**src/rtl/prog_delay_pkg.sv**
```systemverilog
// ============================================================================
// prog_delay_pkg : shared types and helpers for the programmable delay line
// Revision: 1.0  initial release
// ============================================================================
`default_nettype none

package prog_delay_pkg;

  typedef enum logic {
    FILL = 1'b0,
    RUN  = 1'b1
  } fsm_state_e;

  function automatic int unsigned dly_width(input int unsigned max_delay);
    return $clog2(max_delay + 1);
  endfunction

  function automatic int unsigned clamp_delay(input int unsigned sel, input int unsigned max);
    return (sel > max) ? max : sel;
  endfunction

endpackage

`default_nettype wire

```
**src/rtl/prog_delay_line_stage.sv**
```systemverilog
// ============================================================================
// delay_stage : one {valid, data} pipeline register with advance enable and
//               a valid-only clear used to flush the pipeline on reload.
// Revision: 1.0  initial release
// ============================================================================
`default_nettype none

module delay_stage #(
  parameter int WIDTH = 8
) (
  input  logic             clk,
  input  logic             rst,
  input  logic             en_i,
  input  logic             clear_valid_i,
  input  logic             valid_i,
  input  logic [WIDTH-1:0] data_i,
  output logic             valid_o,
  output logic [WIDTH-1:0] data_o
);

  logic             valid_q;
  logic [WIDTH-1:0] data_q;

  // Clearing drops only the valid bit; stale data is masked at the output tap.
  always_ff @(posedge clk) begin
    if (rst) begin
      valid_q <= 1'b0;
      data_q  <= '0;
    end else if (clear_valid_i) begin
      valid_q <= 1'b0;
    end else if (en_i) begin
      valid_q <= valid_i;
      data_q  <= data_i;
    end
  end

  assign valid_o = valid_q;
  assign data_o  = data_q;

endmodule

`default_nettype wire

```
**src/rtl/prog_delay_line.sv**
```systemverilog
// ============================================================================
// prog_delay_line : run-time programmable delay (0..MAX_DELAY enabled cycles)
//                   for a WIDTH-bit bus with per-sample valid.
// Revision: 1.0  initial release
// ============================================================================
`default_nettype none

module prog_delay_line
  import prog_delay_pkg::*;
#(
  parameter int WIDTH         = 8,
  parameter int MAX_DELAY     = 16,
  parameter int DEFAULT_DELAY = 4,
  parameter int DLY_W         = dly_width(MAX_DELAY)
) (
  input  logic             clk,
  input  logic             rst,
  input  logic             en,
  input  logic             load_sel,
  input  logic [DLY_W-1:0] delay_sel,
  input  logic             in_valid,
  input  logic [WIDTH-1:0] in_data,
  output logic             out_valid,
  output logic [WIDTH-1:0] out_data,
  output logic             primed,
  output logic [DLY_W-1:0] cur_delay
);

  localparam logic [DLY_W-1:0] DEFAULT_SEL = DLY_W'(DEFAULT_DELAY);
  localparam fsm_state_e       RESET_STATE = (DEFAULT_DELAY == 0) ? RUN : FILL;

  logic [MAX_DELAY-1:0] stage_valid;
  logic [WIDTH-1:0]     stage_data [MAX_DELAY];

  logic [DLY_W-1:0] cur_delay_q, cur_delay_d;
  logic [DLY_W-1:0] fill_cnt_q, fill_cnt_d;
  fsm_state_e       state_q, state_d;
  logic [DLY_W-1:0] sel_clamped;
  logic [DLY_W-1:0] fill_cnt_inc;
  logic             tap_valid;
  logic [WIDTH-1:0] tap_data;

  for (genvar k = 0; k < MAX_DELAY; k++) begin : g_stage
    logic             src_valid;
    logic [WIDTH-1:0] src_data;
    logic             clr;

    if (k == 0) begin : g_head
      assign src_valid = in_valid;
      assign src_data  = in_data;
      // A sample written in the reload cycle becomes the first of the new pipeline.
      assign clr       = load_sel & ~en;
    end else begin : g_tail
      assign src_valid = stage_valid[k-1];
      assign src_data  = stage_data[k-1];
      assign clr       = load_sel;
    end

    delay_stage #(
      .WIDTH(WIDTH)
    ) u_stage (
      .clk          (clk),
      .rst          (rst),
      .en_i         (en),
      .clear_valid_i(clr),
      .valid_i      (src_valid),
      .data_i       (src_data),
      .valid_o      (stage_valid[k]),
      .data_o       (stage_data[k])
    );
  end

  assign sel_clamped = DLY_W'(clamp_delay(32'(delay_sel), MAX_DELAY));

  always_comb begin
    cur_delay_d = cur_delay_q;
    if (load_sel) begin
      cur_delay_d = sel_clamped;
    end
  end

  always_ff @(posedge clk) begin
    if (rst) begin
      cur_delay_q <= DEFAULT_SEL;
      state_q     <= RESET_STATE;
      fill_cnt_q  <= '0;
    end else begin
      cur_delay_q <= cur_delay_d;
      state_q     <= state_d;
      fill_cnt_q  <= fill_cnt_d;
    end
  end

  assign fill_cnt_inc = (fill_cnt_q == {DLY_W{1'b1}}) ? fill_cnt_q : fill_cnt_q + DLY_W'(1);

  always_comb begin
    state_d    = state_q;
    fill_cnt_d = fill_cnt_q;
    if (load_sel) begin
      state_d    = FILL;
      fill_cnt_d = en ? DLY_W'(1) : '0;
    end else begin
      case (state_q)
        FILL: begin
          // Already full (reload with en, or zero delay): go on the next edge.
          if (fill_cnt_q >= cur_delay_q) begin
            state_d = RUN;
          end else if (en) begin
            fill_cnt_d = fill_cnt_inc;
            if (fill_cnt_inc >= cur_delay_q) begin
              state_d = RUN;
            end
          end
        end
        RUN:     state_d = RUN;
        default: state_d = FILL;
      endcase
    end
  end

  always_comb begin
    tap_valid = 1'b0;
    tap_data  = '0;
    if (cur_delay_q == '0) begin
      tap_valid = in_valid;
      tap_data  = in_data;
    end else begin
      for (int k = 0; k < MAX_DELAY; k++) begin
        if (cur_delay_q == DLY_W'(k + 1)) begin
          tap_valid = stage_valid[k];
          tap_data  = stage_data[k];
        end
      end
    end
  end

  assign out_valid = tap_valid;
  assign out_data  = tap_valid ? tap_data : '0;
  assign primed    = (state_q == RUN);
  assign cur_delay = cur_delay_q;

endmodule

`default_nettype wire
```
**config.mk**
```make
export PLATFORM = sky130hd
export DESIGN_NAME = prog_delay_line
export DESIGN_NICKNAME = d
export VERILOG_FILES = /design/src/rtl/prog_delay_pkg.sv /design/src/rtl/prog_delay_line_stage.sv /design/src/rtl/prog_delay_line.sv
export SDC_FILE = /design/constraint.sdc
export NUM_CORES = 1
export LEC_CHECK = 0
export BUFFER_PORTS_ARGS = -buffer_cell sky130_fd_sc_hd__buf_4
export CORE_MARGIN = 8
export CORE_UTILIZATION = 50
export CTS_BUF_LIST = sky130_fd_sc_hd__clkbuf_8
export DETAILED_ROUTE_END_ITERATION = 16
export PLACE_DENSITY = 0.69
export SETUP_SLACK_MARGIN = 0.15
export SYNTH_ARGS = -nofsm -noshare
export SYNTH_HDL_FRONTEND = slang
export SYNTH_SLANG_ARGS = --single-unit
```
**constraint.sdc**
```tcl
create_clock -name clk -period 4.15 [get_ports clk]
set_input_delay 0.83 -clock clk [delete_from_list [all_inputs] [get_ports clk]]
set_output_delay 0.83 -clock clk [all_outputs]
set_load 0.005 [all_outputs]
```
==> results of run 1 <==
synth_stat cells, types with 5 or more instances:
library cell / n
a211oi_1: 7
a21oi_1: 151
a22oi_1: 11
a31oi_1: 5
and3_1: 7
buf_2: 21
buf_4: 5
clkbuf_1: 48
dfxtp_1: 155
ha_1: 11
inv_1: 8
mux2_2: 9
mux2i_1: 41
nand2_1: 262
nand2b_1: 9
nand3_1: 8
nor2_1: 57
nor2b_1: 10
nor3_1: 12
nor3b_1: 6
o21ai_0: 20
o22ai_1: 13
cells by family (layout without fill, tap and decap cells):
logic type	after synthesis	after routing	share of synthesized area, %
and+or+nand+nor	394	394	22.9
AOI/OAI and AO/OA	248	248	19.8
DFF	155	155	42.1
buffers and inverters	86	89	5.09
muxes	53	53	7.86
adders and majority gates	11	11	1.87
xor gates and xnor gates	3	3	0.357
flip-flops by register name, indices dropped and copies added, names as in the netlist:
register	flops
g_stage.u_stage.valid_o	16
g_stage.u_stage.data_o	128
cur_delay	5
fill_cnt_q	5
primed	1
critical path: cells and delay by family, from the launching register on:
family,cells,cell delay [ns]
AND/OR/NAND/NOR,2,0.71
flip-flops,1,0.64
AO/OA/AOI/OAI,3,0.58
buffers and inverters,2,0.53
final cells by class:
type                            count  area [µm²]
Timing Repair Buffer               48         385
Fill cell                        1388        6400
Tap cell                          184         230
Multi-Input combinational cell    709        3910
Inverter                            9        33.8
Clock buffer                       19         262
Sequential cell                   155        3110
Clock inverter                     13         151
what timing repair did:
item                                   in CTS  in global routing
resized for setup                           0                  2
setup endpoints to repair                   0                  2
endpoints found under the hold margin       0                  0
stage by stage:
step | cell area, µm² | util [%]
floorplan | 7370 | -
global placement | 7660 | 52.9
detailed placement | 7660 | 52.9
CTS | 8080 | 55.8
global route | 8080 | 55.8
finish | 8080 | 55.8
per-layer routing:
layer	track usage, %	vias up
li1	-	3247
met1	30.5	3077
met2	31.8	259
met3	5.32	42
met5	0	-
met4	8.93	0
power groups by stage:
stage	registers [mW]	clock network [mW]	logic (mW)
after detailed placement	1.56	0	0.284
after global placement	1.56	0	0.283
final	1.52	1.19	0.287
after floorplan	1.54	0	0.206
after global routing	1.53	1.27	0.312
after CTS	1.52	1.20	0.285
final timing paths:
check                                                   from  slack (ns)                                          to  cells after the start
hold / removal    g_stage[15].u_stage.data_o[7]$_SDFFE_PP0P_        0.46  g_stage[15].u_stage.data_o[7]$_SDFFE_PP0P_                      2
setup / recovery                   cur_delay[2]$_SDFFE_PP1P_        0.39                                 out_data[1]                      7
hold reg to reg   g_stage[15].u_stage.data_o[7]$_SDFFE_PP0P_        0.46  g_stage[15].u_stage.data_o[7]$_SDFFE_PP0P_                      2
setup reg to reg                   cur_delay[4]$_SDFFE_PP0P_        1.38                  fill_cnt_q[1]$_SDFFE_PP0P_                      8
==> summary.log, run 1 <==
INFO  outcome        status=complete, no violations
INFO  sta            achievable-frequency=266MHz
INFO  final_layout   layout.cells.most_common_list=nand2_1 (261), dfxtp_1 (152), a21oi_1 (151), nor2_1 (56), buf_4 (46)
INFO  clock_network  cts_inserted_buffers=17
INFO  clock_network  cts_htree_levels=4
INFO  run            maxCapViolations=0
INFO  synthesis      synthesized_instance_count=950
INFO  drt            postRouteAntennaNets=0
INFO  die            rows=44
INFO  synthesis      yosysUniqueCellTypes=61
INFO  sta            worst_pin_slew=0.759ns
INFO  power          report.power.total=3.00mW
INFO  clock_network  clock_pin_slew_on_the_worst_setup_and_hold_paths=0.08ns
INFO  synthesis      dominantRegCellSynth=dfxtp_1
INFO  sta            layout_min_cycle_time=3.76ns
INFO  critical_path  worst_setup_path_start_kind=flip-flop
INFO  clock_network  clockRootBuffer=clkbuf_8
INFO  die            die-height=137µm
INFO  sta            setup_repair_after_global_routing_missed_its_margin=no
INFO  power          p_int=2.22mW
INFO  die            die-width=137µm
INFO  sta            post-route-worst-setup-slack=0.391ns
INFO  drt            routed-wl-met2=8750µm
INFO  clock_network  hold_buffers=0
INFO  power          p_clk_share=39.6%
INFO  final_layout   number_of_standard_cells_in_the_final_layout_excluding_fillers=1137
INFO  synthesis      synth.avg_cell_area=7.76µm²
INFO  grt            wire_length_of_the_first_global_routing_pass=32300µm
INFO  synthesis      leading_cell_types_by_total_area_after_synthesis=dfxtp_1 (42%), nand2_1 (13%), a21oi_1 (10%), mux2i_1 (5.6%), nor2_1 (2.9%)
INFO  drt            drt_iter0_markers=874
INFO  grt            globalRoute.totalOverflow=0
INFO  power          combPwrFrac=9.6%
INFO  place          gp_routability_congestion=0.924
INFO  sta            slew_headroom=49.3%
INFO  sta            finalHoldViolCount=0
INFO  final_layout   diodes=0
INFO  critical_path  worst_path_cell_trace=inv_1 > or3_1 > o22ai_1 > o22ai_1 > a221o_1 > and3_1 > buf_4
INFO  sta            fin_tns_setup=0ns
INFO  final_layout   areaGrowthSynthToFinish=9.64%
INFO  die            die_area=0.0189mm²
INFO  drt            route.detailed.vias_per_inst=5.83
INFO  clock_network  worst_skew_pair.late_latency=0.46ns
INFO  power          seq_power_share=50.8%
INFO  drt            routed-wl-met3=1670µm
INFO  critical_path  cpMaxStageDelayCell=dfxtp_1
INFO  final_layout   mostFrequentLayoutCell=nand2_1
INFO  power          peakVddDrop=0.193mV
INFO  clock_network  tritoncts_clock_tree=yes
INFO  critical_path  critical-path-top-cell-by-count=o22ai_1
INFO  synthesis      synth_enable_flop_cells=0
INFO  critical_path  critical_path_required=3.32ns
INFO  power          power_density=371mW/mm²
INFO  die            top_level_ports=33
INFO  critical_path  crit_path_max_incr_delay=0.64ns
INFO  critical_path  critical_path_class=flip-flop to primary output
INFO  clock_network  cts_num_sinks=155
INFO  final_layout   final_nets=969
INFO  sta            finalCritPeriodShare=90.6%
INFO  grt            global_route.usage.total=21.9%
INFO  synthesis      yosys_register_bits=155
INFO  power          netSwitchingFraction=25.9%
INFO  place          detailed_place_hpwl=13700µm
INFO  drt            drc=0
INFO  clock_network  number_of_buffers_on_the_longest_clock_path=2
INFO  critical_path  arrival_time_of_data_at_the_critical_path_endpoint=2.93ns
INFO  sta            setup_viol=0
INFO  drt            dr_total_vias=6625
INFO  place          place_inst=1105
INFO  sta            hold-worst-slack=0.459ns
INFO  drt            met1_length=9310µm
INFO  die            core_area=0.0145mm²
INFO  hold_path      timing.hold.worst.class=flip-flop to flip-flop
INFO  final_layout   fraction_of_layout_cells_with_a_size_suffix_above_1=11.1%
INFO  synthesis      area_fraction_of_the_dominant_cell_type_after_synthesis=42.1%
INFO  critical_path  endpoint_kind=primary output
INFO  clock_network  post_cts.repair.setup_buffers=0
INFO  drt            first_pass_iters=5
INFO  synthesis      synthArstFlopShare=0%
INFO  die            floorplan.initialDensity=50.9%
INFO  critical_path  worst-path-max-fanout=14
INFO  sta            clock_skew=0.0107ns
INFO  power          netSwitchingPower=775µW
INFO  synthesis      ys.warnings.count=0
INFO  sta            timing.final.max_slew_violations=0
INFO  synthesis      netlist_area=0.00737mm²
INFO  drt            postRouteWirelength=20200µm
INFO  synthesis      synth_nets=979
INFO  synthesis      most_area_hungry_cell_type_in_the_yosys_netlist=dfxtp_1
INFO  place          port_buffers=32
INFO  power          p_leak=2.87nW
INFO  grt            antenna_found_initial=1
INFO  grt            grt_pass1_vias=5940
INFO  place          place_ws=0.805ns
INFO  drt            routed.top_layer=met4
INFO  drt            route.detailed.wl_per_inst=17.8µm
INFO  synthesis      seq_area_frac_synth=42.1%
INFO  grt            grt_start_max_net_pins=68
No activity file was read; power rests on OpenSTA's default activity.
==> inputs of run 2 (changes only) <==
SYNTH_HIERARCHICAL = 1   (was unset)
==> run 2 against run 1 <==
Synthesized area is 26% higher. Sequential share of layout area is 6.9 points lower. Wire length is 26% higher. Clock skew is 0.0027 ns higher. Register-to-register slack better by 0.02 ns. Combinational power is 36% higher. Non-clock buffer count is 2 lower. Die area is 22% higher. Sequential power hardly changed. Total power is 6.0% higher. First-iteration DRC count is 1.5% higher. Largest power group unchanged.
==> summary.log, run 2 <==
INFO  place          place_inst=1170
INFO  synthesis      synth_enable_flop_cells=0
INFO  synthesis      synth.avg_cell_area=9.68µm²
INFO  place          gp_routability_congestion=0.951
INFO  sta            setup_viol=0
INFO  sta            finalHoldViolCount=0
INFO  grt            globalRoute.totalOverflow=0
INFO  power          peakVddDrop=0.255mV
INFO  critical_path  critical_path_class=flip-flop to primary output
INFO  sta            timing.final.max_slew_violations=0
INFO  drt            drc=0
INFO  critical_path  endpoint_kind=primary output
INFO  final_layout   final_nets=989
INFO  final_layout   largest_reg_flops=128
INFO  drt            postRouteAntennaNets=0
INFO  place          detailed_place_hpwl=17400µm
INFO  synthesis      synth_most_common_cell=dfxtp_1
INFO  synthesis      synth.cells.most_frequent=dfxtp_1 (155), nand4bb_1 (128), nand2b_1 (120)
INFO  die            floorplan.initialDensity=51.2%
INFO  clock_network  cts_inserted_buffers=17
INFO  sta            fin_tns_setup=0ns
INFO  sta            post-route-worst-setup-slack=0.369ns
INFO  place          place_ws=0.736ns
INFO  drt            route.detailed.wl_per_inst=21.1µm
INFO  synthesis      most_area_hungry_cell_type_in_the_yosys_netlist=dfxtp_1
INFO  sta            layout_min_cycle_time=3.78ns
INFO  grt            antenna_found_initial=0
INFO  final_layout   layout.cells.most_common_list=dfxtp_1 (153), nand4bb_1 (128), nand2b_1 (120), o21ai_1 (116), mux2i_1 (42)
INFO  power          p_leak=3.36nW
INFO  synthesis      area_fraction_of_the_dominant_cell_type_after_synthesis=33.5%
INFO  sta            achievable-frequency=264MHz
INFO  drt            first_pass_iters=5
INFO  final_layout   areaGrowthSynthToFinish=6.48%
INFO  sta            slew_headroom=48.8%
INFO  hold_path      min-delay-start=g_stage[15].u_stage/data_o[6]$_SDFFE_PP0P_
INFO  die            die-width=152µm
INFO  synthesis      yosys_register_bits=155
INFO  hold_path      timing.hold.worst.class=flip-flop to flip-flop
INFO  outcome        status=complete, no violations
INFO  synthesis      ys.warnings.count=6
INFO  clock_network  cts_num_sinks=155
INFO  clock_network  cts_htree_levels=4
INFO  drt            route.detailed.vias_per_inst=6.21
INFO  clock_network  worst_skew_pair.late_latency=0.45ns
INFO  drt            postRouteWirelength=25400µm
INFO  final_layout   fraction_of_layout_cells_with_a_size_suffix_above_1=15.2%
INFO  synthesis      leading_cell_types_by_total_area_after_synthesis=dfxtp_1 (34%), nand4bb_1 (16%), nand2b_1 (8.1%), o21ai_1 (6.3%), mux2i_1 (4.5%)
INFO  place          port_buffers=32
INFO  clock_network  clockRootBuffer=clkbuf_8
INFO  drt            dr_total_vias=7459
INFO  grt            global_route.usage.total=21.6%
INFO  grt            grt_start_max_net_pins=160
INFO  power          report.power.total=3.18mW
INFO  synthesis      yosysUniqueCellTypes=69
INFO  sta            clock_skew=0.0134ns
INFO  final_layout   n_fill_cell=1639
INFO  power          power_density=323mW/mm²
INFO  critical_path  worst-path-max-fanout=13
INFO  synthesis      synthArstFlopShare=0%
INFO  sta            setup_repair_after_global_routing_missed_its_margin=no
INFO  die            rows=49
INFO  hold_path      worstHoldEndpoint=g_stage[15].u_stage/data_o[6]$_SDFFE_PP0P_
INFO  die            core_area=0.0181mm²
INFO  critical_path  critical_path_required=3.32ns
INFO  critical_path  timing.reg2reg.worst_path_depth=9
INFO  grt            grt_pass1_vias=7056
INFO  critical_path  worst_setup_path_start_kind=flip-flop
INFO  final_layout   number_of_standard_cells_in_the_final_layout_excluding_fillers=1202
INFO  die            die_area=0.0231mm²
INFO  synthesis      synthesized_instance_count=956
INFO  hold_path      worstHoldPathCells=2
INFO  clock_network  number_of_buffers_on_the_longest_clock_path=2
INFO  clock_network  post_cts.repair.setup_buffers=0
INFO  grt            wire_length_of_the_first_global_routing_pass=40700µm
INFO  sta            finalCritPeriodShare=91.1%
INFO  critical_path  crit-reg2reg-launch=cur_delay[2]$_SDFFE_PP1P_
INFO  die            top_level_ports=33
INFO  synthesis      seq_area_frac_synth=33.5%
INFO  clock_network  tritoncts_clock_tree=yes
INFO  critical_path  arrival_time_of_data_at_the_critical_path_endpoint=2.95ns
INFO  clock_network  clock_pin_slew_on_the_worst_setup_and_hold_paths=0.09ns
INFO  drt            drt_iter0_markers=887
INFO  final_layout   mostFrequentLayoutCell=dfxtp_1
INFO  sta            worst_pin_slew=0.768ns
INFO  run            maxCapViolations=0
INFO  critical_path  ff2ff_setup_slack=1.40ns
INFO  synthesis      netlist_area=0.00926mm²
INFO  die            die-height=152µm
INFO  synthesis      synth_nets=985
INFO  final_layout   diodes=0
INFO  synthesis      dominantRegCellSynth=dfxtp_1
INFO  critical_path  worstReg2RegEnd=fill_cnt_q[3]$_SDFFE_PP0P_
[run 2: changes by cell type after synthesis, sizes merged, moves of 24 or more]
cell / change
nand2b: +127
o21ai: +133
nor2: -24
nand2: -238
a21oi: -119
nand4bb: +128
clkbuf: -42
buf: +26
[run 2: worst max path at each step]
stage	start	to	slack, ns
6_report	cur_delay[3]$_SDFFE_PP0P_	out_data[2]	0.37
5_1_grt	cur_delay[3]$_SDFFE_PP0P_	out_data[1]	0.20
4_1_cts	cur_delay[3]$_SDFFE_PP0P_	out_data[2]	0.24
3_5_place_dp	cur_delay[3]$_SDFFE_PP0P_	out_data[2]	0.74
3_3_place_gp	cur_delay[3]$_SDFFE_PP0P_	out_data[2]	0.84
2_1_floorplan	cur_delay[4]$_SDFFE_PP0P_	fill_cnt_q[1]$_SDFFE_PP0P_	1.54
[run 2: kinds of logic (layout without fill, tap and decap cells)]
kind of cell	Yosys count	count (layout)	share of synthesized area [%]
buffers and inverters	70	87	6.11
AOI/OAI and AO/OA	256	256	17.2
muxes	55	55	6.25
adders and majority gates	11	11	1.49
and+or+nand+nor	406	406	35.2
xor gates and xnor gates	3	3	0.284
DFF	155	155	33.5
[run 2: worst max-delay path, cell delays in order, from the launching register on]
cell	delay (ns)
dfxtp_1	0.64
nor2b_2	0.43
nand2_1	0.13
a211oi_1	0.50
nor3_1	0.16
a2111oi_2	0.41
nor3b_2	0.09
buf_4	0.15
[run 2: area by class of cell]
class / instances / area, µm² / share of cell area [%]
Multi-Input combinational cell: 731 / 5590 / 56.7
Inverter: 9 / 33.8 / 0.343
Clock buffer: 18 / 248 / 2.51
Sequential cell: 155 / 3110 / 31.5
Tap cell: 229 / 287 / 2.91
Timing Repair Buffer: 46 / 399 / 4.05
Clock inverter: 14 / 193 / 1.96
[run 2: what timing repair did]
item,4_1_cts,5_1_grt
resized for setup,0,1
hold buffers,0,0
endpoints found under the setup margin,0,2
endpoints found under the hold margin,0,0
[run 2: metrics by stage]
step | hold slack (ns) | cell area, µm² | utilization (%)
global route | 0.495 | 9850 | 54.5
detailed placement | 0.461 | 9410 | 52.0
finish | 0.472 | 9850 | 54.5
floorplan | 0.438 | 9260 | -
global placement | 0.451 | 9410 | 52.0
CTS | 0.476 | 9850 | 54.5
[run 2: where the power goes]
group,switching [mW],internal [mW],total (mW)
registers,0.0225,1.50,1.52
clock network,0.594,0.675,1.27
logic,0.218,0.171,0.389
[run 2: layer usage]
metal / vias to the layer above / global-route usage (%) / share of wire, %
met3: 23 / 3.72 / 4.6
met2: 202 / 31.7 / 44
met1: 3645 / 31.5 / 50
li1: 3589 / - / -
met5: - / 0 / 0
met4: 0 / 6.38 / 1.7
==> inputs of run 3 (changes only) <==
CTS_CLUSTER_DIAMETER = 60   (was unset)
RECOVER_POWER = 100   (was unset)
==> run 3 against run 2 <==
The flow now finishes with violations (max-capacitance violations, max-slew violations). Largest power group unchanged. Worst hold slack improved by 0.0022 ns. Fmax fell by 2.5%. Sequential share of layout area rose by 0.65 points. Clock power barely moved. Sequential cell count did not move. Total power fell by 0.63%. Largest cell class unchanged.
==> summary.log, run 3 (synthesis results as in run 2) <==
INFO  sta            layout_min_cycle_time=3.88ns
INFO  power          peakVddDrop=0.255mV
INFO  power          combPwrFrac=11.8%
INFO  final_layout   diodes=0
INFO  clock_network  cts_inserted_buffers=17
INFO  drt            drc=0
INFO  clock_network  worst_skew_pair.late_latency=0.45ns
INFO  power          netSwitchingPower=824µW
INFO  critical_path  critical_path_required=4.45ns
INFO  run            maxCapViolations=3
INFO  power          netSwitchingFraction=26.1%
INFO  final_layout   fraction_of_layout_cells_with_a_size_suffix_above_1=12.1%
INFO  die            die-width=152µm
INFO  drt            postRouteWirelength=25500µm
INFO  outcome        failed_checks=max-capacitance violations, max-slew violations
INFO  critical_path  worst_setup_path_start_kind=input port
INFO  power          p_clk_share=40.1%
INFO  critical_path  timing.reg2reg.worst_path_depth=8
INFO  drt            route.detailed.vias_per_inst=6.18
INFO  sta            clock_skew=0.0126ns
INFO  clock_network  clockRootBuffer=clkbuf_8
INFO  clock_network  clock_pin_slew_on_the_worst_setup_and_hold_paths=0.09ns
INFO  critical_path  critical-path-top-cell-by-count=clkbuf_1
INFO  die            floorplan.initialDensity=51.2%
INFO  power          report.power.total=3.16mW
INFO  critical_path  arrival_time_of_data_at_the_critical_path_endpoint=4.18ns
INFO  place          detailed_place_hpwl=17400µm
INFO  final_layout   finalInstanceArea=0.00966mm²
INFO  critical_path  crit_path_max_incr_delay=1.89ns
INFO  hold_path      timing.hold.worst.class=flip-flop to flip-flop
INFO  sta            achievable-frequency=258MHz
INFO  power          p_leak=3.21nW
INFO  power          p_int=2.33mW
INFO  sta            setup_repair_after_global_routing_missed_its_margin=no
INFO  grt            grt_pass1_vias=7056
INFO  critical_path  cpMaxStageDelayCell=clkbuf_1
INFO  die            core_area=0.0181mm²
INFO  sta            finalCritPeriodShare=93.4%
INFO  place          port_buffers=32
INFO  sta            worst_pin_slew=2.72ns
INFO  sta            finalHoldViolCount=0
INFO  die            die-height=152µm
INFO  final_layout   final_nets=989
INFO  clock_network  tritoncts_clock_tree=yes
INFO  final_layout   largest_reg_flops=128
INFO  place          dpl-instance-area=0.00941mm²
INFO  drt            first_pass_iters=5
INFO  place          gp_routability_congestion=0.951
INFO  drt            drt_iter0_markers=921
INFO  drt            postRouteAntennaNets=0
INFO  sta            hold-worst-slack=0.474ns
INFO  grt            wire_length_of_the_first_global_routing_pass=40700µm
INFO  sta            slew_headroom=-81.2%
INFO  outcome        status=complete, but fails checks
INFO  sta            fin_tns_setup=0ns
INFO  sta            timing.final.max_slew_violations=285
INFO  final_layout   areaGrowthSynthToFinish=4.33%
INFO  critical_path  endpoint_kind=flip-flop
INFO  sta            setup_viol=0
INFO  critical_path  worst-path-max-fanout=52
INFO  drt            dr_total_vias=7424
INFO  power          seq_power_share=48.1%
INFO  drt            route.detailed.wl_per_inst=21.2µm
INFO  critical_path  worst_path_cell_trace=clkbuf_1 > clkbuf_1 > nor2b_1 > o21ai_0
INFO  grt            global_route.usage.total=21.6%
INFO  final_layout   mostFrequentLayoutCell=dfxtp_1
INFO  hold_path      worstHoldPathCells=2
INFO  die            rows=49
INFO  grt            globalRoute.totalOverflow=0
INFO  power          power_density=327mW/mm²
INFO  clock_network  cts_htree_levels=4
INFO  final_layout   post_layout_utilization_of_the_core=53.4%
INFO  grt            antenna_found_initial=0
INFO  grt            grt_start_max_net_pins=160
INFO  clock_network  cts_num_sinks=155
INFO  clock_network  post_cts.repair.setup_buffers=0
INFO  final_layout   n_fill_cell=1672
INFO  die            die_area=0.0231mm²
INFO  final_layout   layout.cells.most_common_list=dfxtp_1 (153), nand4bb_1 (128), nand2b_1 (124), o21ai_0 (121), mux2i_1 (42)
INFO  clock_network  number_of_buffers_on_the_longest_clock_path=2
INFO  die            top_level_ports=33
INFO  critical_path  critical_path_class=input port to flip-flop
[run 3: final timing paths]
path	start	to	slack [ns]
worst min-delay path	g_stage[15].u_stage/data_o[5]$_SDFFE_PP0P_	g_stage[15].u_stage/data_o[5]$_SDFFE_PP0P_	0.47
worst max-delay path	en	g_stage[11].u_stage/data_o[4]$_SDFFE_PP0P_	0.27
worst min register to register	g_stage[15].u_stage/data_o[5]$_SDFFE_PP0P_	g_stage[15].u_stage/data_o[5]$_SDFFE_PP0P_	0.47
worst max register to register	cur_delay[4]$_SDFFE_PP0P_	fill_cnt_q[3]$_SDFFE_PP0P_	0.89
[run 3: per-stage QoR]
step | setup WS, ns | instances
6_report | 0.274 | 1202
5_1_grt | 0.110 | 1202
4_1_cts | 0.242 | 1202
3_5_place_dp | 0.736 | 1170
3_3_place_gp | 0.841 | 1170
2_1_floorplan | 1.54 | 956
[run 3: what timing repair did]
item                                    4_1_cts  5_1_grt
endpoints found under the hold margin         0        0
resized for setup                             0        1
endpoints found under the setup margin        0        2
hold buffers                                  0        0
[run 3: routing by layer]
layer  global-route usage, %  routed length (µm)  up-vias
met5                       0                   0        -
met3                    3.72                1300       22
met4                    6.38                 420        0
li1                        -                   -     3583
met2                    31.7               11200      214
met1                    31.5               12600     3605
[run 3: worst max-delay path: cells and delay by family]
family / cells / cell delay, ns
buf+inv: 2 / 2.58
compound gates: 1 / 0.19
simple gates: 1 / 0.55
[run 3: cell type report]
type / count / area [µm²] / share of cell area, %
clock inverters: 14 / 193 / 2.00
inverters: 9 / 33.8 / 0.350
well taps: 229 / 287 / 2.97
clock buffers: 18 / 248 / 2.57
repair buffers: 46 / 352 / 3.64
flip-flops and latches: 155 / 3110 / 32.2
multi-input cells: 731 / 5440 / 56.3
[run 3: power by group through the flow]
stage / sequential (mW) / clock, mW / combinational (mW)
floorplan: 1.54 / 0 / 0.291
global placement: 1.55 / 0 / 0.386
detailed placement: 1.55 / 0 / 0.385
CTS: 1.52 / 1.29 / 0.387
global route: 1.52 / 1.35 / 0.400
finish: 1.52 / 1.27 / 0.372
